`config.mk`:
```
export PLATFORM = sky130hd
export DESIGN_NAME = multi_seq_ctrl
export DESIGN_NICKNAME = d
export VERILOG_FILES = /design/src/rtl/multi_seq_ctrl.sv
export SDC_FILE = /design/constraint.sdc
export NUM_CORES = 1
export LEC_CHECK = 0
export BUFFER_PORTS_ARGS = -buffer_cell sky130_fd_sc_hd__buf_4
export CORE_UTILIZATION = 45
export DETAILED_ROUTE_END_ITERATION = 7
export HOLD_SLACK_MARGIN = 0.08
export PLACE_DENSITY = 0.63
export SYNTH_ARGS = -nofsm -noshare
export SYNTH_HDL_FRONTEND = slang
export SYNTH_SLANG_ARGS = --single-unit
```
`constraint.sdc`:
```
create_clock -name clk -period 4.7 [get_ports clk]
set_input_delay 0.47 -clock clk [delete_from_list [all_inputs] [get_ports clk]]
set_output_delay 0.47 -clock clk [all_outputs]
set_load 0.01 [all_outputs]
```
`src/rtl/multi_seq_ctrl.sv`:
```
// Sequenced WIDTH x WIDTH multiplier built around one shared 4x4 array multiplier.
// Optional macro MUL_SIGNED_EN selects two's complement operands and result.

module mul4x4 (
    input  logic [3:0] x,
    input  logic [3:0] y,
    output logic [7:0] p
);
    // Array multiplier: sum of AND-gated, shifted rows
    always_comb begin
        p = 8'd0;
        for (int k = 0; k < 4; k++) begin
            p = p + ({4'd0, x & {4{y[k]}}} << k);
        end
    end
endmodule

module multi_seq_ctrl #(
    parameter int WIDTH = 8
) (
    input  logic                 clk,
    input  logic                 rst,
    input  logic                 in_valid,
    output logic                 in_ready,
    input  logic [WIDTH-1:0]     a,
    input  logic [WIDTH-1:0]     b,
    output logic                 out_valid,
    input  logic                 out_ready,
    output logic [2*WIDTH-1:0]   out,
    output logic                 busy
);
    localparam int NIB = WIDTH / 4;
    localparam int CW  = (NIB > 1) ? $clog2(NIB) : 1;
    localparam int PW  = 2 * WIDTH;
    localparam int SW  = $clog2(PW) + 1;

    typedef enum logic [1:0] {IDLE = 2'd0, CALC = 2'd1, DONE = 2'd2} state_t;

    state_t            state_r;
    state_t            state_next_s;
    logic [WIDTH-1:0]  a_r;
    logic [WIDTH-1:0]  b_r;
    logic [PW-1:0]     acc_r;
    logic [PW-1:0]     out_r;
    logic              out_valid_r;
    logic [CW-1:0]     i_r;
    logic [CW-1:0]     j_r;
    logic              in_ready_s;
    logic              busy_s;
    logic              accept_s;
    logic              last_step_s;
    logic              j_wrap_s;
    logic [3:0]        mul_a_s;
    logic [3:0]        mul_b_s;
    logic [7:0]        pp_s;
    logic [SW-1:0]     shamt_s;
    logic [PW-1:0]     next_acc_s;
    logic [PW-1:0]     result_s;
    logic [WIDTH-1:0]  cap_a_s;
    logic [WIDTH-1:0]  cap_b_s;

`ifdef MUL_SIGNED_EN
    logic sign_r;

    function automatic logic [WIDTH-1:0] magnitude(input logic [WIDTH-1:0] v);
        if (v[WIDTH-1]) begin
            magnitude = (~v) + WIDTH'(1);
        end else begin
            magnitude = v;
        end
    endfunction

    assign cap_a_s  = magnitude(a);
    assign cap_b_s  = magnitude(b);
    assign result_s = sign_r ? ((~next_acc_s) + PW'(1)) : next_acc_s;

    // Result sign is captured alongside the magnitudes
    always_ff @(posedge clk) begin
        if (rst) begin
            sign_r <= 1'b0;
        end else if (accept_s) begin
            sign_r <= a[WIDTH-1] ^ b[WIDTH-1];
        end else begin
            sign_r <= sign_r;
        end
    end
`else
    assign cap_a_s  = a;
    assign cap_b_s  = b;
    assign result_s = next_acc_s;
`endif

    mul4x4 u_mul (
        .x (mul_a_s),
        .y (mul_b_s),
        .p (pp_s)
    );

    // Nibble selection, shift and accumulate; multiplier idles at zero outside CALC
    always_comb begin
        if (state_r == CALC) begin
            mul_a_s = a_r[4*i_r +: 4];
            mul_b_s = b_r[4*j_r +: 4];
        end else begin
            mul_a_s = 4'd0;
            mul_b_s = 4'd0;
        end
        shamt_s     = (SW'(i_r) + SW'(j_r)) << 2;
        next_acc_s  = acc_r + (PW'(pp_s) << shamt_s);
        j_wrap_s    = (j_r == CW'(NIB - 1));
        last_step_s = j_wrap_s && (i_r == CW'(NIB - 1));
    end

    // Next-state and handshake outputs; in_ready is suppressed while rst is asserted
    always_comb begin
        state_next_s = state_r;
        in_ready_s   = 1'b0;
        busy_s       = 1'b0;
        case (state_r)
            IDLE: begin
                in_ready_s = ~rst;
                if (in_valid && !rst) begin
                    state_next_s = CALC;
                end else begin
                    state_next_s = IDLE;
                end
            end
            CALC: begin
                busy_s = 1'b1;
                if (last_step_s) begin
                    state_next_s = DONE;
                end else begin
                    state_next_s = CALC;
                end
            end
            DONE: begin
                busy_s = 1'b1;
                if (out_ready) begin
                    state_next_s = IDLE;
                end else begin
                    state_next_s = DONE;
                end
            end
            default: begin
                state_next_s = IDLE;
            end
        endcase
        accept_s = in_valid && in_ready_s;
    end

    // State register
    always_ff @(posedge clk) begin
        if (rst) begin
            state_r <= IDLE;
        end else begin
            state_r <= state_next_s;
        end
    end

    // Operand capture, accumulation, step counters and output register
    always_ff @(posedge clk) begin
        if (rst) begin
            a_r         <= '0;
            b_r         <= '0;
            acc_r       <= '0;
            out_r       <= '0;
            out_valid_r <= 1'b0;
            i_r         <= '0;
            j_r         <= '0;
        end else begin
            case (state_r)
                IDLE: begin
                    if (accept_s) begin
                        a_r   <= cap_a_s;
                        b_r   <= cap_b_s;
                        acc_r <= '0;
                        i_r   <= '0;
                        j_r   <= '0;
                    end else begin
                        a_r <= a_r;
                    end
                end
                CALC: begin
                    acc_r <= next_acc_s;
                    if (last_step_s) begin
                        out_r       <= result_s;
                        out_valid_r <= 1'b1;
                        i_r         <= '0;
                        j_r         <= '0;
                    end else if (j_wrap_s) begin
                        i_r <= i_r + CW'(1);
                        j_r <= '0;
                    end else begin
                        j_r <= j_r + CW'(1);
                    end
                end
                DONE: begin
                    if (out_ready) begin
                        out_valid_r <= 1'b0;
                    end else begin
                        out_valid_r <= 1'b1;
                    end
                end
                default: begin
                    out_valid_r <= 1'b0;
                end
            endcase
        end
    end

    assign in_ready  = in_ready_s;
    assign busy      = busy_s;
    assign out       = out_r;
    assign out_valid = out_valid_r;

endmodule

```
==> results of run 1 <==
## area by class of cell
| class | instances | area, sq um |
|---|---|---|
| timing repair buffer | 89 | 671.9 |
| sequential | 53 | 1067 |
| inverter | 15 | 56.30 |
| tap | 99 | 123.9 |
| fill | 670 | 2821 |
| clock inverter | 2 | 13.76 |
| clock buffer | 6 | 82.58 |
| multi-input combinational | 338 | 2455 |
## what timing repair did
item | in CTS | in global routing
buffers inserted | 3 | 10
endpoints found under the setup margin | 14 | 20
gates resized for setup | 10 | 28
pin swaps | 12 | 24
gates cloned | 0 | 0
## per-layer routing
| metal | up-vias | GRT usage |
|---|---|---|
| li1 | 1640 | - |
| met1 | 1480 | 0.3084 |
| met2 | 75 | 0.3783 |
| met3 | 14 | 0.02862 |
| met4 | 0 | 0.06782 |
| met5 | - | 0 |
## synth_stat cells, types with 2 or more instances
master	number	area, sq um
or3_1	2	12.51
dfxtp_1	53	1061
a21o_1	6	45.04
a22oi_1	6	45.04
nand2b_1	18	112.6
nor2_1	39	146.4
mux2i_1	2	20.02
a311o_1	2	20.02
nand3b_1	7	52.55
a211oi_1	3	22.52
nand3_1	13	65.06
xor2_1	8	70.07
a32oi_1	3	26.28
o21ai_1	4	20.02
o21ai_0	30	150.1
mux2_2	9	101.4
ha_1	30	375.4
a221oi_1	2	17.52
xnor2_1	6	52.55
fa_1	6	120.1
inv_1	14	52.55
o22ai_1	2	12.51
o21a_1	4	30.03
nor3b_1	4	30.03
clkbuf_1	19	71.32
a211o_1	2	17.52
nor3_1	5	25.02
and2_1	5	31.28
o221ai_1	2	17.52
nor2b_1	2	12.51
a31oi_1	2	12.51
nor4b_1	2	17.52
a21oi_1	34	170.2
nor4_1	2	12.51
nand2_1	65	244.0
## worst reg2reg max path, stage by stage (launching register included)
cell and delay, ns:
dfxtp_4 0.40, mux2_4 0.33, nand2_4 0.08, nor2_2 0.05
fa_1 0.52, inv_1 0.05, fa_1 0.48, inv_2 0.04
ha_4 0.15, fa_2 0.43, nor2b_4 0.15, a31oi_4 0.18
nor2_2 0.05, ha_1 0.33, a21o_1 0.20, a221oi_4 0.11
or4b_4 0.53, and2_4 0.19, buf_4 0.13, a32oi_1 0.18
nor2_1 0.06
## where the power goes
group          total (mW)  switching [mW]  internal (mW)
combinational      0.0921          0.0496         0.0425
sequential          0.467         0.00715          0.460
clock               0.280           0.160          0.120
total               0.839           0.217          0.622
## how the worst min path moves through the flow
stage          cells after the start  slack (ns)      from  endpoint
2_1_floorplan                      2        0.44  acc_r[0]  acc_r[0]
3_3_place_gp                       2        0.44    out[8]    out[8]
3_5_place_dp                       2        0.45    out[9]    out[9]
4_1_cts                            3        0.34      b[3]    b_r[3]
5_1_grt                            3        0.36      a[0]    a_r[0]
6_report                           3        0.35      a[0]    a_r[0]
## logic make-up (layout without fill, tap and decap cells)
group | after synthesis | count (layout) | share of synthesized area
adders and majority gates | 36 | 36 | 0.1454
buffers and inverters | 36 | 112 | 0.04003
xor gates and xnor gates | 14 | 14 | 0.03599
and+or+nand+nor | 169 | 169 | 0.2358
AOI/OAI and AO/OA | 108 | 108 | 0.1957
DFF | 53 | 53 | 0.3114
muxes | 11 | 11 | 0.03562
## sequential cells by signal, summed over array words and instances (netlist names)
signal,cells
i_r,1
j_r,1
out_valid,1
acc_r,16
a_r,8
state_r,2
b_r,8
out,16
## through the flow
step,std cells,instance area [sq um],setup TNS (ns),util
floorplan,427,3515,-0.007571,-
global placement,581,4098,-0.3973,0.5619
detailed placement,581,4098,-1.358,0.5619
CTS,592,4257,-0.5023,0.5837
global route,602,4471,-1.920,0.6131
finish,602,4471,-0.1561,0.6131
## placed cells by master (no fill, tap or decap), types with 4 or more instances in the layout
master / n
nand3b_1: 7
xor2_1: 6
and2_1: 5
ha_1: 26
dfxtp_1: 50
nor2_2: 6
clkbuf_8: 6
fa_1: 5
o21a_1: 4
buf_4: 88
nand2b_1: 18
a21oi_1: 29
o21ai_1: 5
a22oi_1: 6
nor2_1: 33
nand2_1: 59
xnor2_1: 6
ha_4: 4
a21o_1: 6
a21oi_2: 5
nor3_1: 5
mux2_4: 6
inv_1: 12
o21ai_0: 28
nor3b_1: 4
nand3_1: 13
==> flow_metrics.env, run 1 <==
export IMPL_fin_skew_ns=0.007350
export IMPL_vias=3209
export IMPL_crit_path_end="acc_r[10]"
export IMPL_port_buffers=38
export IMPL_wl_met2_mm=4.182
export IMPL_maxSlewHeadroom=0.3493
export IMPL_critPathBufInv=3
export IMPL_synth_flop_cell="dfxtp_1"
export IMPL_arrival_ns=4.93
export IMPL_yosysWarningCount=0
export IMPL_drc=0
export IMPL_gr_usage_all_layers=0.2270
export IMPL_drtAntennaViolNets=0
export IMPL_ir_drop_uv=134.4
export IMPL_p_leak_nw=1.973
export IMPL_cts_hold_buf=0
export IMPL_wl_met1_mm=4.101
export IMPL_worst_path_stages=20
export IMPL_finalPower_mw=0.8395
export IMPL_grt_start_max_net_pins=59
export IMPL_cts_made_buffers=5
export IMPL_cts_tree="yes"
export IMPL_r2r_end="acc_r[10]"
export IMPL_status="complete, but fails checks"
export IMPL_cts_num_sinks=53
export IMPL_r2r_start="i_r"
export IMPL_core_area_sq_um=7292
export IMPL_critPathMaxStageDelay_ns=0.53
export IMPL_initial_core_util=0.4672
export IMPL_antenna_found_initial=0
export IMPL_hold_class="input pin to flop"
export IMPL_place_ws_ns=-0.1847
export IMPL_finalHoldViolCount=0
export IMPL_postSynthCellCount=427
export IMPL_rsz0062_at_grt="true"
export IMPL_rows=31
export IMPL_crit_type="flop to flop"
export IMPL_final_max_slew_viol_count=0
export IMPL_crit_path_max_fanout=5
export IMPL_synth_cell_type_count=49
export IMPL_die_x_microns=89.01
export IMPL_grt_pass1_wl_mm=14.01
export IMPL_ys_seq_area_frac=0.3114
export IMPL_rrSetupSlack_ns=-0.06
export IMPL_area_delta_synth_final_pct=31.22
export IMPL_antenna_cells=0
export IMPL_htreeDepth=2
export IMPL_r2r_cells=20
export IMPL_dr_pass1_iters=5
export IMPL_place_gp_congestion=0.8530
export IMPL_die_area_sq_um=7923
export IMPL_worst_pin_slew_ns=0.9725
export IMPL_clock_latency_ns=0.31
export IMPL_async_flop_share=0
export IMPL_die_height_microns=89.01
export IMPL_finalCriticalPeriod_ns=4.755
export IMPL_hpwl_mm=6.195
export IMPL_drt_initial_drc_count=131
export IMPL_fmax_ghz=0.2103
export IMPL_critPathTopFamily="adder cells"
export IMPL_syn_nets=483
export IMPL_via_per_inst=5.331
export IMPL_cpMaxStageDelayCell="or4b_4"
export IMPL_synth_edf_count=0
export IMPL_num_io_pins=39
export IMPL_netlist_area_sq_um=3407
export IMPL_top_layer="met4"
export IMPL_clk_path_buf_depth=2
export IMPL_crit_path_start_kind="flop"
export IMPL_layout_setup_ws_ns=-0.05543
export IMPL_nets=558
export IMPL_clockRootBuffer="clkbuf_8"
export IMPL_critPathRequiredTime_ns=4.88
export IMPL_wl_mm=8.713
export IMPL_max_cap_violations=0
export IMPL_wl_met3_microns=299
export IMPL_grt_pass1_vias=2987
export IMPL_setup_violations=4
export IMPL_drive_above_1_share=0.2962
export IMPL_period_share=1.012
export IMPL_end_kind="flop"
export IMPL_p_per_area_nw_per_um2=187.8
export IMPL_wl_per_cell_microns=14.47
export IMPL_ys_seq_elements=53
export IMPL_whs_ns=0.3494
export IMPL_cp_startpoint="i_r"
export IMPL_cts_clk_slew_worst_paths_ns=0.10
export IMPL_grt_ovfl_total=0
export IMPL_crit_path_cell_trace="mux2_4, nand2_4, nor2_2, fa_1, inv_1, fa_1, inv_2, ha_4, fa_2, nor2b_4, a31oi_4, nor2_2, ha_1, a21o_1, a221oi_4, or4b_4, and2_4, buf_4, a32oi_1, nor2_1"
export IMPL_violations="setup timing"
export IMPL_syn_avg_cell_area_sq_um=7.979
Power figures use the tool's default switching activity.
==> run 2: changes to the inputs <==
Settings changed: ABC_AREA set to 0, CELL_PAD_IN_SITES_DETAIL_PLACEMENT set to 0, CELL_PAD_IN_SITES_GLOBAL_PLACEMENT set to 2, CORE_UTILIZATION 45 to 31, PLACE_DENSITY 0.63 to 0.71.
==> flow_metrics.env, run 2 (synthesis results as in run 1) <==
export IMPL_critPathBufInv=2
export IMPL_cpMostUsedCell="fa_1"
export IMPL_cpMaxStageDelayCell="or4b_4"
export IMPL_hpwl_mm=6.742
export IMPL_grt_pass1_wl_mm=15.64
export IMPL_p_per_area_nw_per_um2=181.4
export IMPL_rsz0062_at_grt="true"
export IMPL_area_delta_synth_final_pct=36.28
export IMPL_hold_class="input pin to flop"
export IMPL_crit_path_cell_trace="mux2_4, nand2_4, nor2_2, fa_1, inv_1, fa_1, inv_2, ha_4, fa_2, nor2b_4, a31oi_2, nor2_1, ha_1, a21o_1, a221oi_4, or4b_4, and2_4, a311o_1, o21ai_2"
export IMPL_final_common_cell="buf_4"
export IMPL_maxSlewHeadroom=0.2203
export IMPL_arrival_ns=5.09
export IMPL_fmax_ghz=0.2069
export IMPL_layout_setup_ws_ns=-0.1321
export IMPL_cts_clk_slew_worst_paths_ns=0.10
export IMPL_clock_latency_ns=0.32
export IMPL_htreeDepth=2
export IMPL_finalPower_mw=0.8425
export IMPL_initial_core_util=0.3242
export IMPL_p_seq_frac=0.554
export IMPL_clockRootBuffer="clkbuf_8"
export IMPL_violations="setup timing"
export IMPL_dp_cells=614
export IMPL_end_kind="flop"
export IMPL_gr_usage_all_layers=0.1751
export IMPL_setup_violations=9
export IMPL_drc=0
export IMPL_p_leak_nw=2.050
export IMPL_core_area_sq_um=10510
export IMPL_dr_pass1_iters=4
export IMPL_cts_made_buffers=5
export IMPL_cts_num_sinks=53
export IMPL_die_x_microns=106.8
export IMPL_die_area_sq_um=11410
export IMPL_grt_ovfl_total=0
export IMPL_period_share=1.028
export IMPL_max_cap_violations=0
export IMPL_wl_mm=9.519
export IMPL_crit_type="flop to flop"
export IMPL_vias=3220
export IMPL_switching_share=0.2746
export IMPL_grt_pass1_vias=3097
export IMPL_port_buffers=38
export IMPL_antenna_found_initial=0
export IMPL_cts_tree="yes"
export IMPL_drtAntennaViolNets=0
export IMPL_layoutNonFillerInstCount=645
export IMPL_worst_pin_slew_ns=1.165
export IMPL_place_ws_ns=-0.2168
export IMPL_num_io_pins=39
export IMPL_switching_power_mw=0.2314
export IMPL_fin_skew_ns=0.01141
export IMPL_p_clk_frac=0.331
export IMPL_rows=37
export IMPL_drt_initial_drc_count=154
export IMPL_p_int_mw=0.6111
export IMPL_comb_power_share=0.115
export IMPL_final_max_slew_viol_count=0
export IMPL_clk_path_buf_depth=2
export IMPL_fin_setup_tns_ns=-0.6740
export IMPL_nets=564
export IMPL_critPathMaxStageDelay_ns=0.53
export IMPL_place_gp_congestion=0.8102
export IMPL_fin_util=0.4418
export IMPL_drive_above_1_share=0.3202
export IMPL_status="complete, but fails checks"
export IMPL_layout_common_cells="buf_4 (90), nand2_1 (58), dfxtp_1 (50)"
export IMPL_die_height_microns=106.8
export IMPL_ir_drop_uv=103.3
export IMPL_crit_path_max_fanout=4
export IMPL_via_per_inst=4.992
export IMPL_finalCriticalPeriod_ns=4.832
export IMPL_critPathTopFamily="adder cells"
export IMPL_antenna_cells=0
export IMPL_wl_per_cell_microns=14.76
export IMPL_crit_path_start_kind="flop"
export IMPL_finalHoldViolCount=0
export IMPL_critPathRequiredTime_ns=4.96
export IMPL_grt_start_max_net_pins=59
[run 2: cell type report]
| type | count | area [sq um] |
|---|---|---|
| clock buffer | 5 | 68.82 |
| clock inverter | 3 | 21.27 |
| fill | 1047 | 5866 |
| inverter | 15 | 56.30 |
| multi-input combinational | 338 | 2525 |
| sequential | 53 | 1070 |
| tap | 136 | 170.2 |
| timing repair buffer | 95 | 732.0 |
[run 2: worst paths after layout]
kind           start        end  slack [ns]  cells after the start
min reg2reg  out[11]    out[11]        0.47                      2
max reg2reg      i_r  acc_r[14]       -0.13                     19
min             a[0]     a_r[0]        0.34                      3
max              i_r  acc_r[14]       -0.13                     19
[run 2: metal layers]
metal / vias up / wire, microns / GRT usage
met3: 11 / 300 / 0.02857
li1: 1654 / - / -
met4: 0 / 159 / 0.05479
met1: 1501 / 4758 / 0.2429
met5: - / 0 / 0
met2: 54 / 4301 / 0.2765
[run 2: worst register-to-register path, stage by stage (launching register included)]
cell	delay (ns)
dfxtp_4	0.39
mux2_4	0.32
nand2_4	0.07
nor2_2	0.05
fa_1	0.52
inv_1	0.05
fa_1	0.51
inv_2	0.05
ha_4	0.16
fa_2	0.44
nor2b_4	0.14
a31oi_2	0.18
nor2_1	0.08
ha_1	0.36
a21o_1	0.20
a221oi_4	0.10
or4b_4	0.53
and2_4	0.20
a311o_1	0.30
o21ai_2	0.14
[run 2: per-stage QoR]
step                      cell area [sq um]  hold slack, ns
final                                  4643          0.3388
after global routing                   4643          0.3322
after CTS                              4343          0.3302
after detailed placement               4114          0.4500
after global placement                 4114          0.4435
after floorplan                        3515          0.4362
[run 2: power by group through the flow]
stage,sequential (mW),combinational (mW),clock [mW]
finish,0.467,0.0969,0.279
global route,0.469,0.107,0.308
CTS,0.467,0.0885,0.293
detailed placement,0.478,0.0862,0
global placement,0.479,0.0858,0
floorplan,0.476,0.0556,0
[run 2: repair_timing]
item,4_1_cts,5_1_grt
hold buffers,0,0
resized for setup,14,46
endpoints found under the setup margin,14,21
pin swaps,15,30
setup buffers,11,14
gates cloned,0,0
==> run 3: changes to the inputs <==
Settings changed: PLACE_DENSITY 0.71 to not set, PLACE_DENSITY_LB_ADDON set to 0.08, RECOVER_POWER set to 100.
==> flow_metrics.env, run 3 (synthesis results as in run 1) <==
export IMPL_end_kind="flop"
export IMPL_grt_ovfl_total=0
export IMPL_n_fill_cell=1080
export IMPL_critPathRequiredTime_ns=4.88
export IMPL_arrival_ns=5.05
export IMPL_r2r_start="i_r"
export IMPL_violations="setup timing"
export IMPL_cts_num_sinks=53
export IMPL_worst_pin_slew_ns=1.417
export IMPL_antenna_cells=0
export IMPL_clock_latency_ns=0.32
export IMPL_nets=553
export IMPL_final_max_slew_viol_count=0
export IMPL_clk_path_buf_depth=2
export IMPL_layout_setup_ws_ns=-0.1633
export IMPL_htreeDepth=2
export IMPL_max_cap_violations=0
export IMPL_place_ws_ns=-0.3458
export IMPL_crit_path_cell_trace="mux2_4, nand2_4, nor2_4, fa_1, inv_1, fa_1, inv_2, ha_4, fa_2, a21o_1, mux2_2, o21a_1, ha_4, nand2_1, or4b_4, and2_4, buf_6, a32oi_2, nor2_1"
export IMPL_cts_clk_slew_worst_paths_ns=0.10
export IMPL_die_x_microns=106.8
export IMPL_place_area_sq_um=4121
export IMPL_critPathTopFamily="adder cells"
export IMPL_finalInstanceArea_sq_um=4498
export IMPL_drt_initial_drc_count=111
export IMPL_via_per_inst=4.983
export IMPL_ir_drop_uv=167.6
export IMPL_period_share=1.035
export IMPL_cts_made_buffers=5
export IMPL_fin_util=0.4280
export IMPL_core_area_sq_um=10510
export IMPL_drtAntennaViolNets=0
export IMPL_final_common_cell="buf_4"
export IMPL_finalPower_mw=0.8237
export IMPL_drc=0
export IMPL_dp_cells=615
export IMPL_cp_startpoint="i_r"
export IMPL_crit_path_max_fanout=5
export IMPL_die_area_sq_um=11410
export IMPL_crit_path_start_kind="flop"
export IMPL_cts_tree="yes"
export IMPL_rows=37
export IMPL_layoutNonFillerInstCount=633
export IMPL_finalCriticalPeriod_ns=4.863
export IMPL_grt_pass1_wl_mm=15.42
export IMPL_critPathMaxStageDelay_ns=0.55
export IMPL_drive_above_1_share=0.2696
export IMPL_finalHoldViolCount=0
export IMPL_grt_pass1_vias=3019
export IMPL_p_per_area_nw_per_um2=183.1
export IMPL_hpwl_mm=6.955
export IMPL_layout_common_cells="buf_4 (62), nand2_1 (57), dfxtp_1 (50)"
export IMPL_critPathBufInv=3
export IMPL_worstHoldStart="b[1]"
export IMPL_port_buffers=38
export IMPL_maxSlewHeadroom=0.05488
export IMPL_area_delta_synth_final_pct=32.02
export IMPL_fin_skew_ns=0.01132
export IMPL_wl_mm=9.668
export IMPL_p_leak_nw=1.885
export IMPL_rsz0062_at_grt="true"
export IMPL_hold_class="input pin to flop"
export IMPL_wl_per_cell_microns=15.27
export IMPL_grt_start_max_net_pins=59
export IMPL_gr_usage_all_layers=0.1728
export IMPL_dr_pass1_iters=4
export IMPL_antenna_found_initial=0
export IMPL_setup_violations=8
export IMPL_vias=3154
export IMPL_die_height_microns=106.8
export IMPL_clockRootBuffer="clkbuf_8"
export IMPL_num_io_pins=39
export IMPL_fmax_ghz=0.2056
export IMPL_cpMaxStageDelayCell="or4b_4"
export IMPL_crit_type="flop to flop"
export IMPL_initial_core_util=0.3242
export IMPL_status="complete, but fails checks"
export IMPL_place_gp_congestion=0.8196
[run 3: where the power goes]
group          internal, mW  switching [mW]
registers             0.459         0.00746
clock network         0.103           0.160
logic                0.0414          0.0524
[run 3: layer usage]
metal,global-route usage,part of all wire,up-vias
met5,0,0,-
met4,0.03620,0.0082,0
met2,0.2484,0.42,51
met3,0.02857,0.025,6
met1,0.2659,0.54,1477
li1,-,-,1620
[run 3: repair_timing]
item	4_1_cts	5_1_grt
buffers inserted	5	6
gates resized for setup	16	44
pin swaps	16	20
hold buffers	0	0
setup endpoints to repair	18	19
[run 3: worst paths after layout]
check | end | slack (ns) | depth (start not counted)
setup / recovery | acc_r[10] | -0.16 | 19
hold reg to reg | out[4] | 0.46 | 2
setup reg to reg | acc_r[10] | -0.16 | 19
hold / removal | b_r[1] | 0.34 | 3
[run 3: final cells by class]
type	instances	area (sq um)	area share
clock buffer	5	68.82	0.01530
multi-input combinational	338	2542	0.5652
timing repair buffer	84	574.3	0.1277
tap	136	170.2	0.03783
clock inverter	2	16.27	0.003616
sequential	53	1070	0.2378
inverter	15	56.30	0.01252
[run 3: worst register-to-register path, delay by kind of cell, from the launching register on]
family	cells	cell delay, ns
DFF	1	0.41
muxes	2	0.62
and+or+nand+nor	6	0.99
adders and majority gates	5	1.89
AOI/OAI and AO/OA	3	0.63
buffers and inverters	3	0.21
[run 3: stage by stage]
stage	hold slack (ns)	setup TNS (ns)
6_report	0.3447	-0.9555
5_1_grt	0.3363	-3.719
4_1_cts	0.3280	-0.9408
3_5_place_dp	0.4491	-2.723
3_3_place_gp	0.4438	-1.595
2_1_floorplan	0.4362	-0.007571
